==> config.mk <==
export PLATFORM = sky130hd
export DESIGN_NAME = nmi_arbiter
export DESIGN_NICKNAME = d
export VERILOG_FILES = /design/src/rtl/nmi_pkg.sv /design/src/rtl/nmi_rr_pick.sv /design/src/rtl/nmi_arbiter.sv
export SDC_FILE = /design/constraint.sdc
export NUM_CORES = 1
export LEC_CHECK = 0
export CAP_MARGIN = 0
export CORE_AREA = 4 4 118 120
export DETAILED_ROUTE_END_ITERATION = 16
export DIE_AREA = 0 0 122 124
export GPL_TIMING_DRIVEN = 0
export HOLD_SLACK_MARGIN = 0.08
export PLACE_DENSITY = 0.6
export SLEW_MARGIN = 20
export SYNTH_ARGS = -nofsm -noshare
export SYNTH_HDL_FRONTEND = slang
export SYNTH_SLANG_ARGS = --single-unit
==> constraint.sdc <==
create_clock -name clk_i -period 3.2 [get_ports clk_i]
set_input_delay 0.8 -clock clk_i [delete_from_list [all_inputs] [get_ports clk_i]]
set_output_delay 0.8 -clock clk_i [all_outputs]
set_load 0.05 [all_outputs]
==> src/rtl/nmi_pkg.sv <==
// Shared types and constants for the two-requester NMI arbiter.
package nmi_pkg;

  typedef enum logic {
    IDLE = 1'b0,
    BUSY = 1'b1
  } nmi_state_e;

  localparam int unsigned NMI_ADDR_W = 32;
  localparam int unsigned NMI_DATA_W = 32;
  localparam int unsigned NMI_STRB_W = 4;
  localparam int unsigned NMI_CNT_W  = 8;

  localparam logic [NMI_DATA_W-1:0] NMI_ERR_RDATA = 32'hBADC_0FFE;

endpackage

==> src/rtl/nmi_rr_pick.sv <==
// Two-input round-robin picker: on a tie the requester that did not own the
// port last time wins; a lone requester always wins.
module nmi_rr_pick (
  input  logic [1:0] valid,
  input  logic       last_owner,
  output logic [1:0] grant
);

  // One-hot grant from the current valids and the last owner.
  always_comb begin
    grant = 2'b00;
    unique case (valid)
      2'b01:   grant = 2'b01;
      2'b10:   grant = 2'b10;
      2'b11:   grant = last_owner ? 2'b01 : 2'b10;
      default: grant = 2'b00;
    endcase
  end

endmodule

==> src/rtl/nmi_arbiter.sv <==
// Arbitrates two NMI requesters onto one shared NMI port (toward an APB
// bridge). Handshake: a requester holds mN_valid_i until mN_ready_o pulses for
// one cycle; the shared port holds s_valid_o until s_ready_i is seen, and
// s_valid_o always returns to 0 for at least one IDLE cycle between transfers.
// A transfer that waits TIMEOUT_CYCLES busy cycles is completed with ERR_RDATA.
module nmi_arbiter
  import nmi_pkg::*;
#(
  parameter int unsigned           TIMEOUT_CYCLES = 255,
  parameter logic [NMI_DATA_W-1:0] ERR_RDATA      = NMI_ERR_RDATA
) (
  input  logic                  clk_i,
  input  logic                  rst_i,
  input  logic                  m0_valid_i,
  output logic                  m0_ready_o,
  input  logic [NMI_ADDR_W-1:0] m0_addr_i,
  input  logic [NMI_DATA_W-1:0] m0_wdata_i,
  input  logic [NMI_STRB_W-1:0] m0_wstrb_i,
  output logic [NMI_DATA_W-1:0] m0_rdata_o,
  input  logic                  m1_valid_i,
  output logic                  m1_ready_o,
  input  logic [NMI_ADDR_W-1:0] m1_addr_i,
  input  logic [NMI_DATA_W-1:0] m1_wdata_i,
  input  logic [NMI_STRB_W-1:0] m1_wstrb_i,
  output logic [NMI_DATA_W-1:0] m1_rdata_o,
  output logic                  s_valid_o,
  output logic [NMI_ADDR_W-1:0] s_addr_o,
  output logic [NMI_DATA_W-1:0] s_wdata_o,
  output logic [NMI_STRB_W-1:0] s_wstrb_o,
  input  logic                  s_ready_i,
  input  logic [NMI_DATA_W-1:0] s_rdata_i,
  output logic [1:0]            grant_o,
  output logic                  timeout_o,
  output nmi_state_e            state_o
);

  localparam logic [NMI_CNT_W-1:0] TO_LAST = NMI_CNT_W'(TIMEOUT_CYCLES - 1);

  nmi_state_e           state_q, state_d;
  logic                 owner_q, owner_d;
  logic                 last_q, last_d;
  logic [NMI_CNT_W-1:0] cnt_q, cnt_d;
  logic [1:0]           pick_grant;
  logic                 busy, own_valid, done_ok, to_hit, complete;

  nmi_rr_pick u_pick (
    .valid      ({m1_valid_i, m0_valid_i}),
    .last_owner (last_q),
    .grant      (pick_grant)
  );

  // Reset is folded into busy so a transfer in flight produces no pulse while
  // rst_i is high, not even in the cycle before the reset edge.
  assign busy      = (state_q == BUSY) && !rst_i;
  assign own_valid = owner_q ? m1_valid_i : m0_valid_i;
  assign done_ok   = busy && own_valid && s_ready_i;
  assign to_hit    = busy && own_valid && !s_ready_i && (cnt_q == TO_LAST);
  assign complete  = done_ok || to_hit;
  assign state_o   = state_q;

  // State, owner, last-owner and timeout counter registers.
  always_ff @(posedge clk_i) begin
    if (rst_i) begin
      state_q <= IDLE;
      owner_q <= 1'b0;
      last_q  <= 1'b1;
      cnt_q   <= '0;
    end else begin
      state_q <= state_d;
      owner_q <= owner_d;
      last_q  <= last_d;
      cnt_q   <= cnt_d;
    end
  end

  // Next state: grab an owner in IDLE, leave BUSY on completion, timeout or
  // a dropped owner valid (the latter keeps the last owner untouched).
  always_comb begin
    state_d = state_q;
    owner_d = owner_q;
    last_d  = last_q;
    cnt_d   = cnt_q;
    unique case (state_q)
      IDLE: begin
        if (|pick_grant) begin
          state_d = BUSY;
          owner_d = pick_grant[1];
          cnt_d   = '0;
        end
      end
      BUSY: begin
        if (!own_valid) begin
          state_d = IDLE;
        end else if (complete) begin
          state_d = IDLE;
          last_d  = owner_q;
        end else begin
          cnt_d = cnt_q + 1'b1;
        end
      end
      default: state_d = IDLE;
    endcase
  end

  // Output steering: shared port follows the owner while BUSY, completion
  // data goes back only to the owner in its completion cycle.
  always_comb begin
    s_valid_o  = 1'b0;
    s_addr_o   = '0;
    s_wdata_o  = '0;
    s_wstrb_o  = '0;
    grant_o    = 2'b00;
    timeout_o  = 1'b0;
    m0_ready_o = 1'b0;
    m1_ready_o = 1'b0;
    m0_rdata_o = '0;
    m1_rdata_o = '0;
    if (busy) begin
      grant_o   = owner_q ? 2'b10 : 2'b01;
      s_valid_o = own_valid;
      s_addr_o  = owner_q ? m1_addr_i  : m0_addr_i;
      s_wdata_o = owner_q ? m1_wdata_i : m0_wdata_i;
      s_wstrb_o = owner_q ? m1_wstrb_i : m0_wstrb_i;
      timeout_o = to_hit;
      if (complete) begin
        if (owner_q) begin
          m1_ready_o = 1'b1;
          m1_rdata_o = done_ok ? s_rdata_i : ERR_RDATA;
        end else begin
          m0_ready_o = 1'b1;
          m0_rdata_o = done_ok ? s_rdata_i : ERR_RDATA;
        end
      end
    end
  end

endmodule

* Word-level counts from Yosys, hierarchy flattened *
Cells that the tools add are included.

cells by class
  $add $sub $neg = 1
  eq/ne operators = 7
  mux-type cells = 34
  bitwise logic cells = 1
  reductions and logical operators = 12

operators with widths
  kind                                                              number
  32-bit two-way mux                                                11
  8-bit two-way mux                                                 3
  8-bit one-hot mux with 2 select lines                             1
  1-bit two-way mux                                                 12
  8-bit by 1-bit adder with 8-bit output (second input constant)    1
  8-bit == test (second input constant)                             1
  4-bit two-way mux                                                 2
  2-bit two-way mux                                                 3
  2-bit one-hot mux with 3 select lines                             1
  3-bit AND reduction                                               2
  1-bit logical AND                                                 5
  2-bit == test (second input constant)                             2
  2-bit != test (second input constant)                             2
  2-bit by 1-bit == test with 1-bit output (second input constant)  1
  1-bit zero test                                                   2
  2-bit by 1-bit != test with 1-bit output (second input constant)  1
  1-bit one-hot mux with 2 select lines                             1
  2-bit AND reduction                                               1
  2-bit OR reduction                                                1
  1-bit logical OR                                                  1
  1-bit NOT                                                         1

word-level totals
  register bits = 11
  bits of input ports = 173
  output and inout port bits = 139
  logic and storage cells = 59

* Longest topological paths before layout *
Gate-level depths: netlist of run 1.

  depth in word-level cells = 9
  gate-level depth with buffers = 8

* Hierarchy *
Synthesis of run 1 repeated with hierarchy kept, for this count alone.

unflattened totals
  cells, all modules = 312
  area, all modules = 2283.4 µm²

by module, submodules not included
  module       instances  cells an instance  area an instance (µm²)  sequential area each (µm²)
  nmi_arbiter  1          309                2264.7                  220.2
  nmi_rr_pick  1          3                  18.8                    0.0

* Worst setup path before layout of run 1 *
Ideal clock, no wire load.

  path type = input -> output
  from = input port rst_i
  to = output port m0_rdata_o[18]
  arrival = 2432 ps
  required time = 2400 ps
  slack = -32 ps
  cell stages on the path = 6
  path through = clkbuf_1 -> nand2b_1 -> buf_2 -> nor4_2 -> buf_2 -> o21a_1

on the way
  word-level cells in the longest chain between the ends = 8
  elaborated cells on any way between the ends = 11

ends and longest elaborated chain
  element                                                  line                                   text
  start: declaration                                       nmi_arbiter.sv:13                      input logic rst_i,
  1-bit zero test *                                        nmi_arbiter.sv:54                      assign busy = (state_q == BUSY) && !rst_i;
  1-bit logical AND *                                      nmi_arbiter.sv:54
  1-bit logical AND                                        nmi_arbiter.sv:56, nmi_arbiter.sv:57
  1-bit logical AND (on tied branches)                     nmi_arbiter.sv:56, nmi_arbiter.sv:57
  32-bit two-way mux or 1-bit logical AND (tied branches)  nmi_arbiter.sv:131, nmi_arbiter.sv:57
  32-bit two-way mux or 1-bit logical OR (tied branches)   nmi_arbiter.sv:126, nmi_arbiter.sv:58
  32-bit two-way mux                                       nmi_arbiter.sv:125                     if (complete) begin
  32-bit two-way mux *                                     nmi_arbiter.sv:118                     if (busy) begin
  end: declaration                                         nmi_arbiter.sv:19                      output logic [NMI_DATA_W-1:0] m0_rdata_o,

Mark *: on every way between the ends. The rest lies on a longest branch, timed or not.

* Final worst setup path of run 1 *
  from = input port rst_i
  to = output port s_wdata_o[23]

on the way
  word-level cells in the longest chain between the ends = 3

ends and longest elaborated chain
  element             line                text
  1-bit zero test     nmi_arbiter.sv:54
  1-bit logical AND   nmi_arbiter.sv:54
  32-bit two-way mux  nmi_arbiter.sv:118
  end: declaration    nmi_arbiter.sv:28   output logic [NMI_DATA_W-1:0] s_wdata_o,

No other way between the ends.

==> impl_metrics.csv, run 1 <==
group,metric,value,unit
outcome,status,"finished, final reports clean",
timing,fin_worst_skew,0.00366,ns
critical_path,end_kind,"output pin",
die,die_w,122,µm
timing,max_freq,0.321,GHz
timing,fin_crit,3.12,ns
synthesis,yosys_warnings,0,
final_layout,postLayoutCellArea,0.00560,mm²
final_layout,num_antenna_cells,0,
die,die_area,0.0151,mm²
synthesis,ys_ff_latch,11,
grt,antenna_found_initial,0,
clock_tree,insertion_delay,0.25,ns
power,p_total,1060,µW
critical_path,worstPathRequired,2.40,ns
job,cap_viol_max_count,0,
die,rows,42,
power,ir_drop,109,µV
timing,holdWs,0.504,ns
grt,grt_pass1_vias,3778,
place,hpwl,12400,µm
routing,ant_nets,0,
timing,tightest_slew,0.751,ns
worst_hold_path,hold_class,"flop to flop",
routing,wl_per_cell,17.8,µm
power,powerDensity,189,mW/mm²
synthesis,syn-cell-area,0.00225,mm²
die,top_level_ports,312,
power,leakage,0.00247,µW
routing,drt_iter0_markers,115,
timing,setup_viol,0,
clock_tree,cts.sinks,11,
synthesis,avgSynthCellArea,7.02,µm²
routing,route.vias.total,3610,
grt,grtUsageTotal,17.2,%
routing,drc,0,
routing,dr.pass1.iters,4,
critical_path,critPathKind,"input port to output pin",
synthesis,synth_cell_types,35,
grt,grt_overflow,0,
critical_path,worstSetupStartpointType,"input port",
final_layout,layout-drive-gt1-share,20.1,%
final_layout,nets,818,
timing,finalWorstSetupSlack,0.0801,ns
grt,grt_max_degree,11,
place,port-buffer-count,310,
clock_tree,root_buffer,"clkbuf_16",
clock_tree,cts-buffers-inserted,3,
critical_path,path_max_fanout,10,
final_layout,fillerInstances,1374,
die,die_h,124,µm
die,core-area,0.0130,mm²
clock_tree,cts_tree,"yes",
place,place_ws,-1.23,ns
clock_tree,clk_pin_slew,0.04,ns
routing,finalWirelength,14600,µm
place,gp_congestion,0.830,
synthesis,synth_cells,321,
grt,grt_pass1_wl,20300,µm
synthesis,syn_nets,496,
final_layout,syn_to_final_growth,148,%
die,start_util,17.4,%
place,placed_area,0.00558,mm²
critical_path,cp.arrival,2.32,ns
clock_tree,cts_max_level,1,
timing,drv_slew,0,
timing,relSlewSlack,49.4,%
final_layout,fin_util,43.1,%
timing,hold_viol,0,
synthesis,synth_seq_area_share,9.78,%
timing,fin_crit_sh,97.5,%
routing,drt-vias-per-instance,4.41,
clock_tree,clk_path_buf_depth,2,
-- synth_stat cells --
cell type | n | area [µm²]
nand4b_1 | 1 | 8.76
and3_1 | 2 | 12.5
nor2b_1 | 1 | 6.26
nand3_1 | 7 | 35.0
nand4_1 | 1 | 6.26
dfxtp_1 | 11 | 220
a221oi_1 | 3 | 26.3
o21ai_0 | 3 | 15.0
o32ai_1 | 1 | 8.76
nand3b_1 | 1 | 7.51
mux2i_1 | 69 | 691
a31oi_1 | 1 | 6.26
o31ai_1 | 1 | 7.51
clkbuf_1 | 17 | 63.8
nor4_1 | 1 | 6.26
o31a_1 | 2 | 17.5
o21a_1 | 42 | 315
or4_1 | 1 | 7.51
buf_6 | 3 | 33.8
a21oi_1 | 5 | 25.0
ha_1 | 2 | 25.0
mux2_2 | 1 | 11.3
o22a_1 | 1 | 8.76
nor2_1 | 72 | 270
o211ai_1 | 9 | 67.6
nor3_1 | 3 | 15.0
nand2b_1 | 1 | 6.26
nand2_1 | 8 | 30.0
nor3_4 | 1 | 16.3
inv_1 | 12 | 45.0
buf_2 | 10 | 50.1
and2_1 | 25 | 156
or3b_1 | 1 | 8.76
o2111ai_1 | 1 | 8.76
nor4_2 | 1 | 12.5
-- routing by layer --
metal  global-route usage [%]  wire length [µm]
met4                     3.85               230
met5                        0                 0
met1                     18.6              5140
met2                     32.3              7620
met3                     5.72              1570
-- layout make-up --
cell class / instances / area, µm² / area share [%]
buffer: 30 / 203 / 3.62
clock buffer: 4 / 78.8 / 1.41
inverter: 12 / 45.0 / 0.805
multi-input combinational: 268 / 1890 / 33.7
sequential: 11 / 220 / 3.94
tap: 176 / 220 / 3.94
timing repair buffer: 317 / 2940 / 52.5
-- path summary, 6_finish.rpt --
kind | start | to | slack, ns | cells after the start
setup / recovery | rst_i | s_wdata_o[23] | 0.08 | 6
hold / removal | cnt_q[6] | cnt_q[6] | 0.50 | 2
setup reg to reg | cnt_q[0] | cnt_q[2] | 1.07 | 7
hold reg to reg | cnt_q[6] | cnt_q[6] | 0.50 | 2
-- cell usage in the layout, fill, tap and decap left out, types with 3 or more instances in the layout --
| cell | netlist | final |
|---|---|---|
| a21oi_1 | 5 | 5 |
| clkbuf_2 | 0 | 15 |
| dfxtp_1 | 11 | 11 |
| buf_4 | 0 | 45 |
| o211ai_1 | 9 | 9 |
| clkbuf_1 | 17 | 3 |
| nor2_1 | 72 | 71 |
| mux2i_1 | 69 | 69 |
| clkbuf_4 | 0 | 4 |
| o21ai_0 | 3 | 3 |
| a221oi_1 | 3 | 3 |
| clkdlybuf4s15_1 | 0 | 4 |
| buf_2 | 10 | 20 |
| clkdlybuf4s15_2 | 0 | 10 |
| inv_1 | 12 | 12 |
| nand2_1 | 8 | 7 |
| clkbuf_16 | 0 | 3 |
| buf_6 | 3 | 22 |
| and2_1 | 25 | 25 |
| nand3_1 | 7 | 6 |
| clkdlybuf4s50_1 | 0 | 169 |
| dlygate4sd2_1 | 0 | 54 |
| o21a_1 | 42 | 42 |
-- logic make-up after synthesis --
| group | count (synthesis) | synth area share, % |
|---|---|---|
| buf+inv | 42 | 8.56 |
| compound gates | 69 | 22.5 |
| mux | 70 | 31.2 |
| simple gates | 127 | 26.9 |
| fa+ha+maj | 2 | 1.11 |
| flops | 11 | 9.78 |
-- sequential cells by signal, indices dropped and copies added (netlist names) --
register / count
cnt_q: 8
last_q: 1
owner_q: 1
state_o: 1
-- per-stage QoR --
stage,std cells,TNS (ns)
6_report,818,0
3_3_place_gp,807,-94.88
4_1_cts,818,0
2_1_floorplan,321,-0.289
3_5_place_dp,807,-97.67
5_1_grt,818,-0.0460
-- worst max-delay path, stage by stage --
cell	delay, ns
clkbuf_2	0.17
nand2b_1	0.17
clkbuf_4	0.22
clkbuf_2	0.23
nor2_1	0.12
dlygate4sd2_1	0.60
-- repair_timing --
item / in CTS / in global routing
pin swaps: 3 / 2
endpoints found under the setup margin: 138 / 63
cloned: 2 / 0
hold buffers: 0 / 0
buffers inserted: 5 / 0
resized for setup: 533 / 25
-- power breakdown --
part           switching, µW  internal (µW)
Sequential              3.47            141
Clock                   72.0            168
Combinational            356            316
Total                    431            625
No activity file was read; power rests on OpenSTA's default activity.
==> inputs of run 2 (changes only) <==
--- a/config.mk
+++ b/config.mk
@@ -9,6 +9,7 @@
 export CORE_AREA = 4 4 118 120
 export DETAILED_ROUTE_END_ITERATION = 16
 export DIE_AREA = 0 0 122 124
+export GPL_ROUTABILITY_DRIVEN = 0
 export GPL_TIMING_DRIVEN = 0
 export HOLD_SLACK_MARGIN = 0.08
 export PLACE_DENSITY = 0.6
==> constraint.sdc (replaced) <==
create_clock -name clk_i -period 3.2 [get_ports clk_i]
set_input_delay 0.8 -clock clk_i [delete_from_list [all_inputs] [get_ports clk_i]]
set_output_delay 0.8 -clock clk_i [all_outputs]
set_load 0.1 [all_outputs]
==> impl_metrics.csv, run 2 (synthesized netlist as in run 1, its figures left out) <==
group,metric,value,unit
outcome,status,"finished, final reports clean",
power,leakage,0.00253,µW
critical_path,crit_slowest_cell,"clkdlybuf4s15_2",
grt,grtUsageTotal,18.3,%
timing,hold_viol,0,
grt,grt_pass1_wl,21600,µm
critical_path,path_max_fanout,10,
critical_path,cp_top_family,"buffers and inverters",
clock_tree,root_buffer,"clkbuf_16",
critical_path,end_kind,"output pin",
timing,rsz0062_at_grt,"false",
critical_path,worstSetupStartpointType,"input port",
place,place_ws,-1.59,ns
routing,wl_per_cell,18.7,µm
timing,fin_worst_skew,0.00403,ns
power,powerDensity,197,mW/mm²
clock_tree,clk_path_buf_depth,2,
timing,fin_crit_sh,97.4,%
timing,tightest_slew,0.970,ns
critical_path,cp_cell_sequence,"clkbuf_2, nand2b_1, buf_2, clkbuf_2, nor2_1, clkdlybuf4s15_2",
job,cap_viol_max_count,0,
critical_path,max_stage_delay,0.59,ns
final_layout,largest_reg_flops,8,
final_layout,syn_to_final_growth,195,%
routing,finalWirelength,15400,µm
power,ir_drop,148,µV
timing,fin_crit,3.12,ns
timing,tns,0,ns
final_layout,final_cell_mix,"169 x clkdlybuf4s50_1, 69 x mux2i_1, 61 x nor2_1, 42 x clkdlybuf4s15_2, 41 x buf_12",
die,die_w,122,µm
final_layout,layout-drive-gt1-share,40.6,%
routing,drt-vias-per-instance,4.48,
critical_path,critPathKind,"input port to output pin",
timing,relSlewSlack,35.2,%
critical_path,path_common_cell,"clkbuf_2",
grt,grt_overflow,0,
timing,setup_viol,0,
die,die_area,0.0151,mm²
critical_path,cp.arrival,2.32,ns
die,die_h,124,µm
clock_tree,cts-buffers-inserted,3,
clock_tree,clk_pin_slew,0.05,ns
final_layout,nets,821,
final_layout,top_register,"cnt_q",
power,p_switching,643,µW
place,port-buffer-count,310,
die,top_level_ports,312,
grt,grt_max_degree,11,
power,p_comb_share,71.1,%
clock_tree,cts_max_level,1,
place,hpwl,12700,µm
timing,drv_slew,0,
timing,finalWorstSetupSlack,0.0832,ns
final_layout,final_common_cell,"clkdlybuf4s50_1",
die,core-area,0.0130,mm²
routing,dr.pass1.iters,4,
routing,ant_nets,0,
timing,max_freq,0.321,GHz
power,power.internal,665,µW
critical_path,worstPathRequired,2.40,ns
grt,antenna_found_initial,0,
worst_hold_path,hold_class,"flop to flop",
routing,drt_iter0_markers,95,
clock_tree,cts_tree,"yes",
final_layout,num_antenna_cells,0,
final_layout,fin_util,51.2,%
die,rows,42,
grt,grt_pass1_vias,3767,
power,swShare,49.2,%
power,p_seq_share,11.0,%
clock_tree,cts.sinks,11,
die,start_util,17.4,%
power,clock_power_share,17.9,%
clock_tree,insertion_delay,0.24,ns
critical_path,crit_buf_inv,4,
routing,drc,0,
routing,route.vias.total,3679,
[run 2: cell types whose count changed in the layout (fill, tap and decap cells not counted), sizes merged]
cell / previous run / this run
buf: 87 / 100
clkbuf: 27 / 31
clkdlybuf4s15: 14 / 42
clkdlybuf4s18: 0 / 9
clkinv: 0 / 1
clkinvlp: 0 / 1
dlygate4sd2: 54 / 2
inv: 12 / 11
[run 2: final timing paths]
check,start,endpoint,slack (ns),cells after the start
min reg2reg,cnt_q[7],cnt_q[7],0.51,2
min,cnt_q[7],cnt_q[7],0.51,2
max reg2reg,cnt_q[0],cnt_q[2],1.16,6
max,rst_i,s_wdata_o[8],0.08,6
[run 2: timing repair]
item                       CTS  global route
gates resized for setup    839            46
setup buffers                7             1
gates cloned                 2             0
setup endpoints to repair  138           100
hold buffers                 0             0
pin swaps                    3             2
[run 2: per-layer routing]
metal	up-vias	part of all wire [%]	global-route usage (%)
li1	1772	-	-
met1	1692	36	20.2
met2	198	54	34.7
met3	17	8.2	5.00
met4	0	1.9	4.34
met5	-	0	0
[run 2: cell type report]
type / count / area [µm²]
Sequential cell: 11 / 221
Buffer: 30 / 218
Fill cell: 1206 / 6340
Clock buffer: 3 / 75.1
Timing Repair Buffer: 320 / 3660
Multi-Input combinational cell: 268 / 2190
Clock inverter: 1 / 5.00
Tap cell: 176 / 220
Inverter: 12 / 48.8
[run 2: tightest hold or removal path, delay by kind of cell (launching register included)]
kind	cells	cell delay (ns)
flip-flops	1	0.33
AO/OA/AOI/OAI	1	0.07
buffers and inverters	1	0.06
[run 2: power groups by stage]
stage	Clock, µW	Sequential, µW	Combinational (µW)
final	234	144	931
after global routing	243	145	969
after CTS	235	144	932
after detailed placement	0	147	906
after global placement	0	147	899
after floorplan	0	155	534
[run 2: stage by stage]
step	hold slack [ns]	total power [µW]	cell area, µm²	instances
finish	0.507	1310	6640	821
global placement	0.488	1050	5850	807
detailed placement	0.496	1050	5850	807
floorplan	0.468	689	2520	321
CTS	0.511	1310	6650	820
global route	0.549	1360	6640	821
==> inputs of run 3 (changes only) <==
--- a/config.mk
+++ b/config.mk
@@ -5,6 +5,7 @@
 export SDC_FILE = /design/constraint.sdc
 export NUM_CORES = 1
 export LEC_CHECK = 0
+export ABC_AREA = 0
 export CAP_MARGIN = 0
 export CORE_AREA = 4 4 118 120
 export DETAILED_ROUTE_END_ITERATION = 16
==> results of run 3 <==
No change in the layout: final DEF, timing and power equal those of run 2.
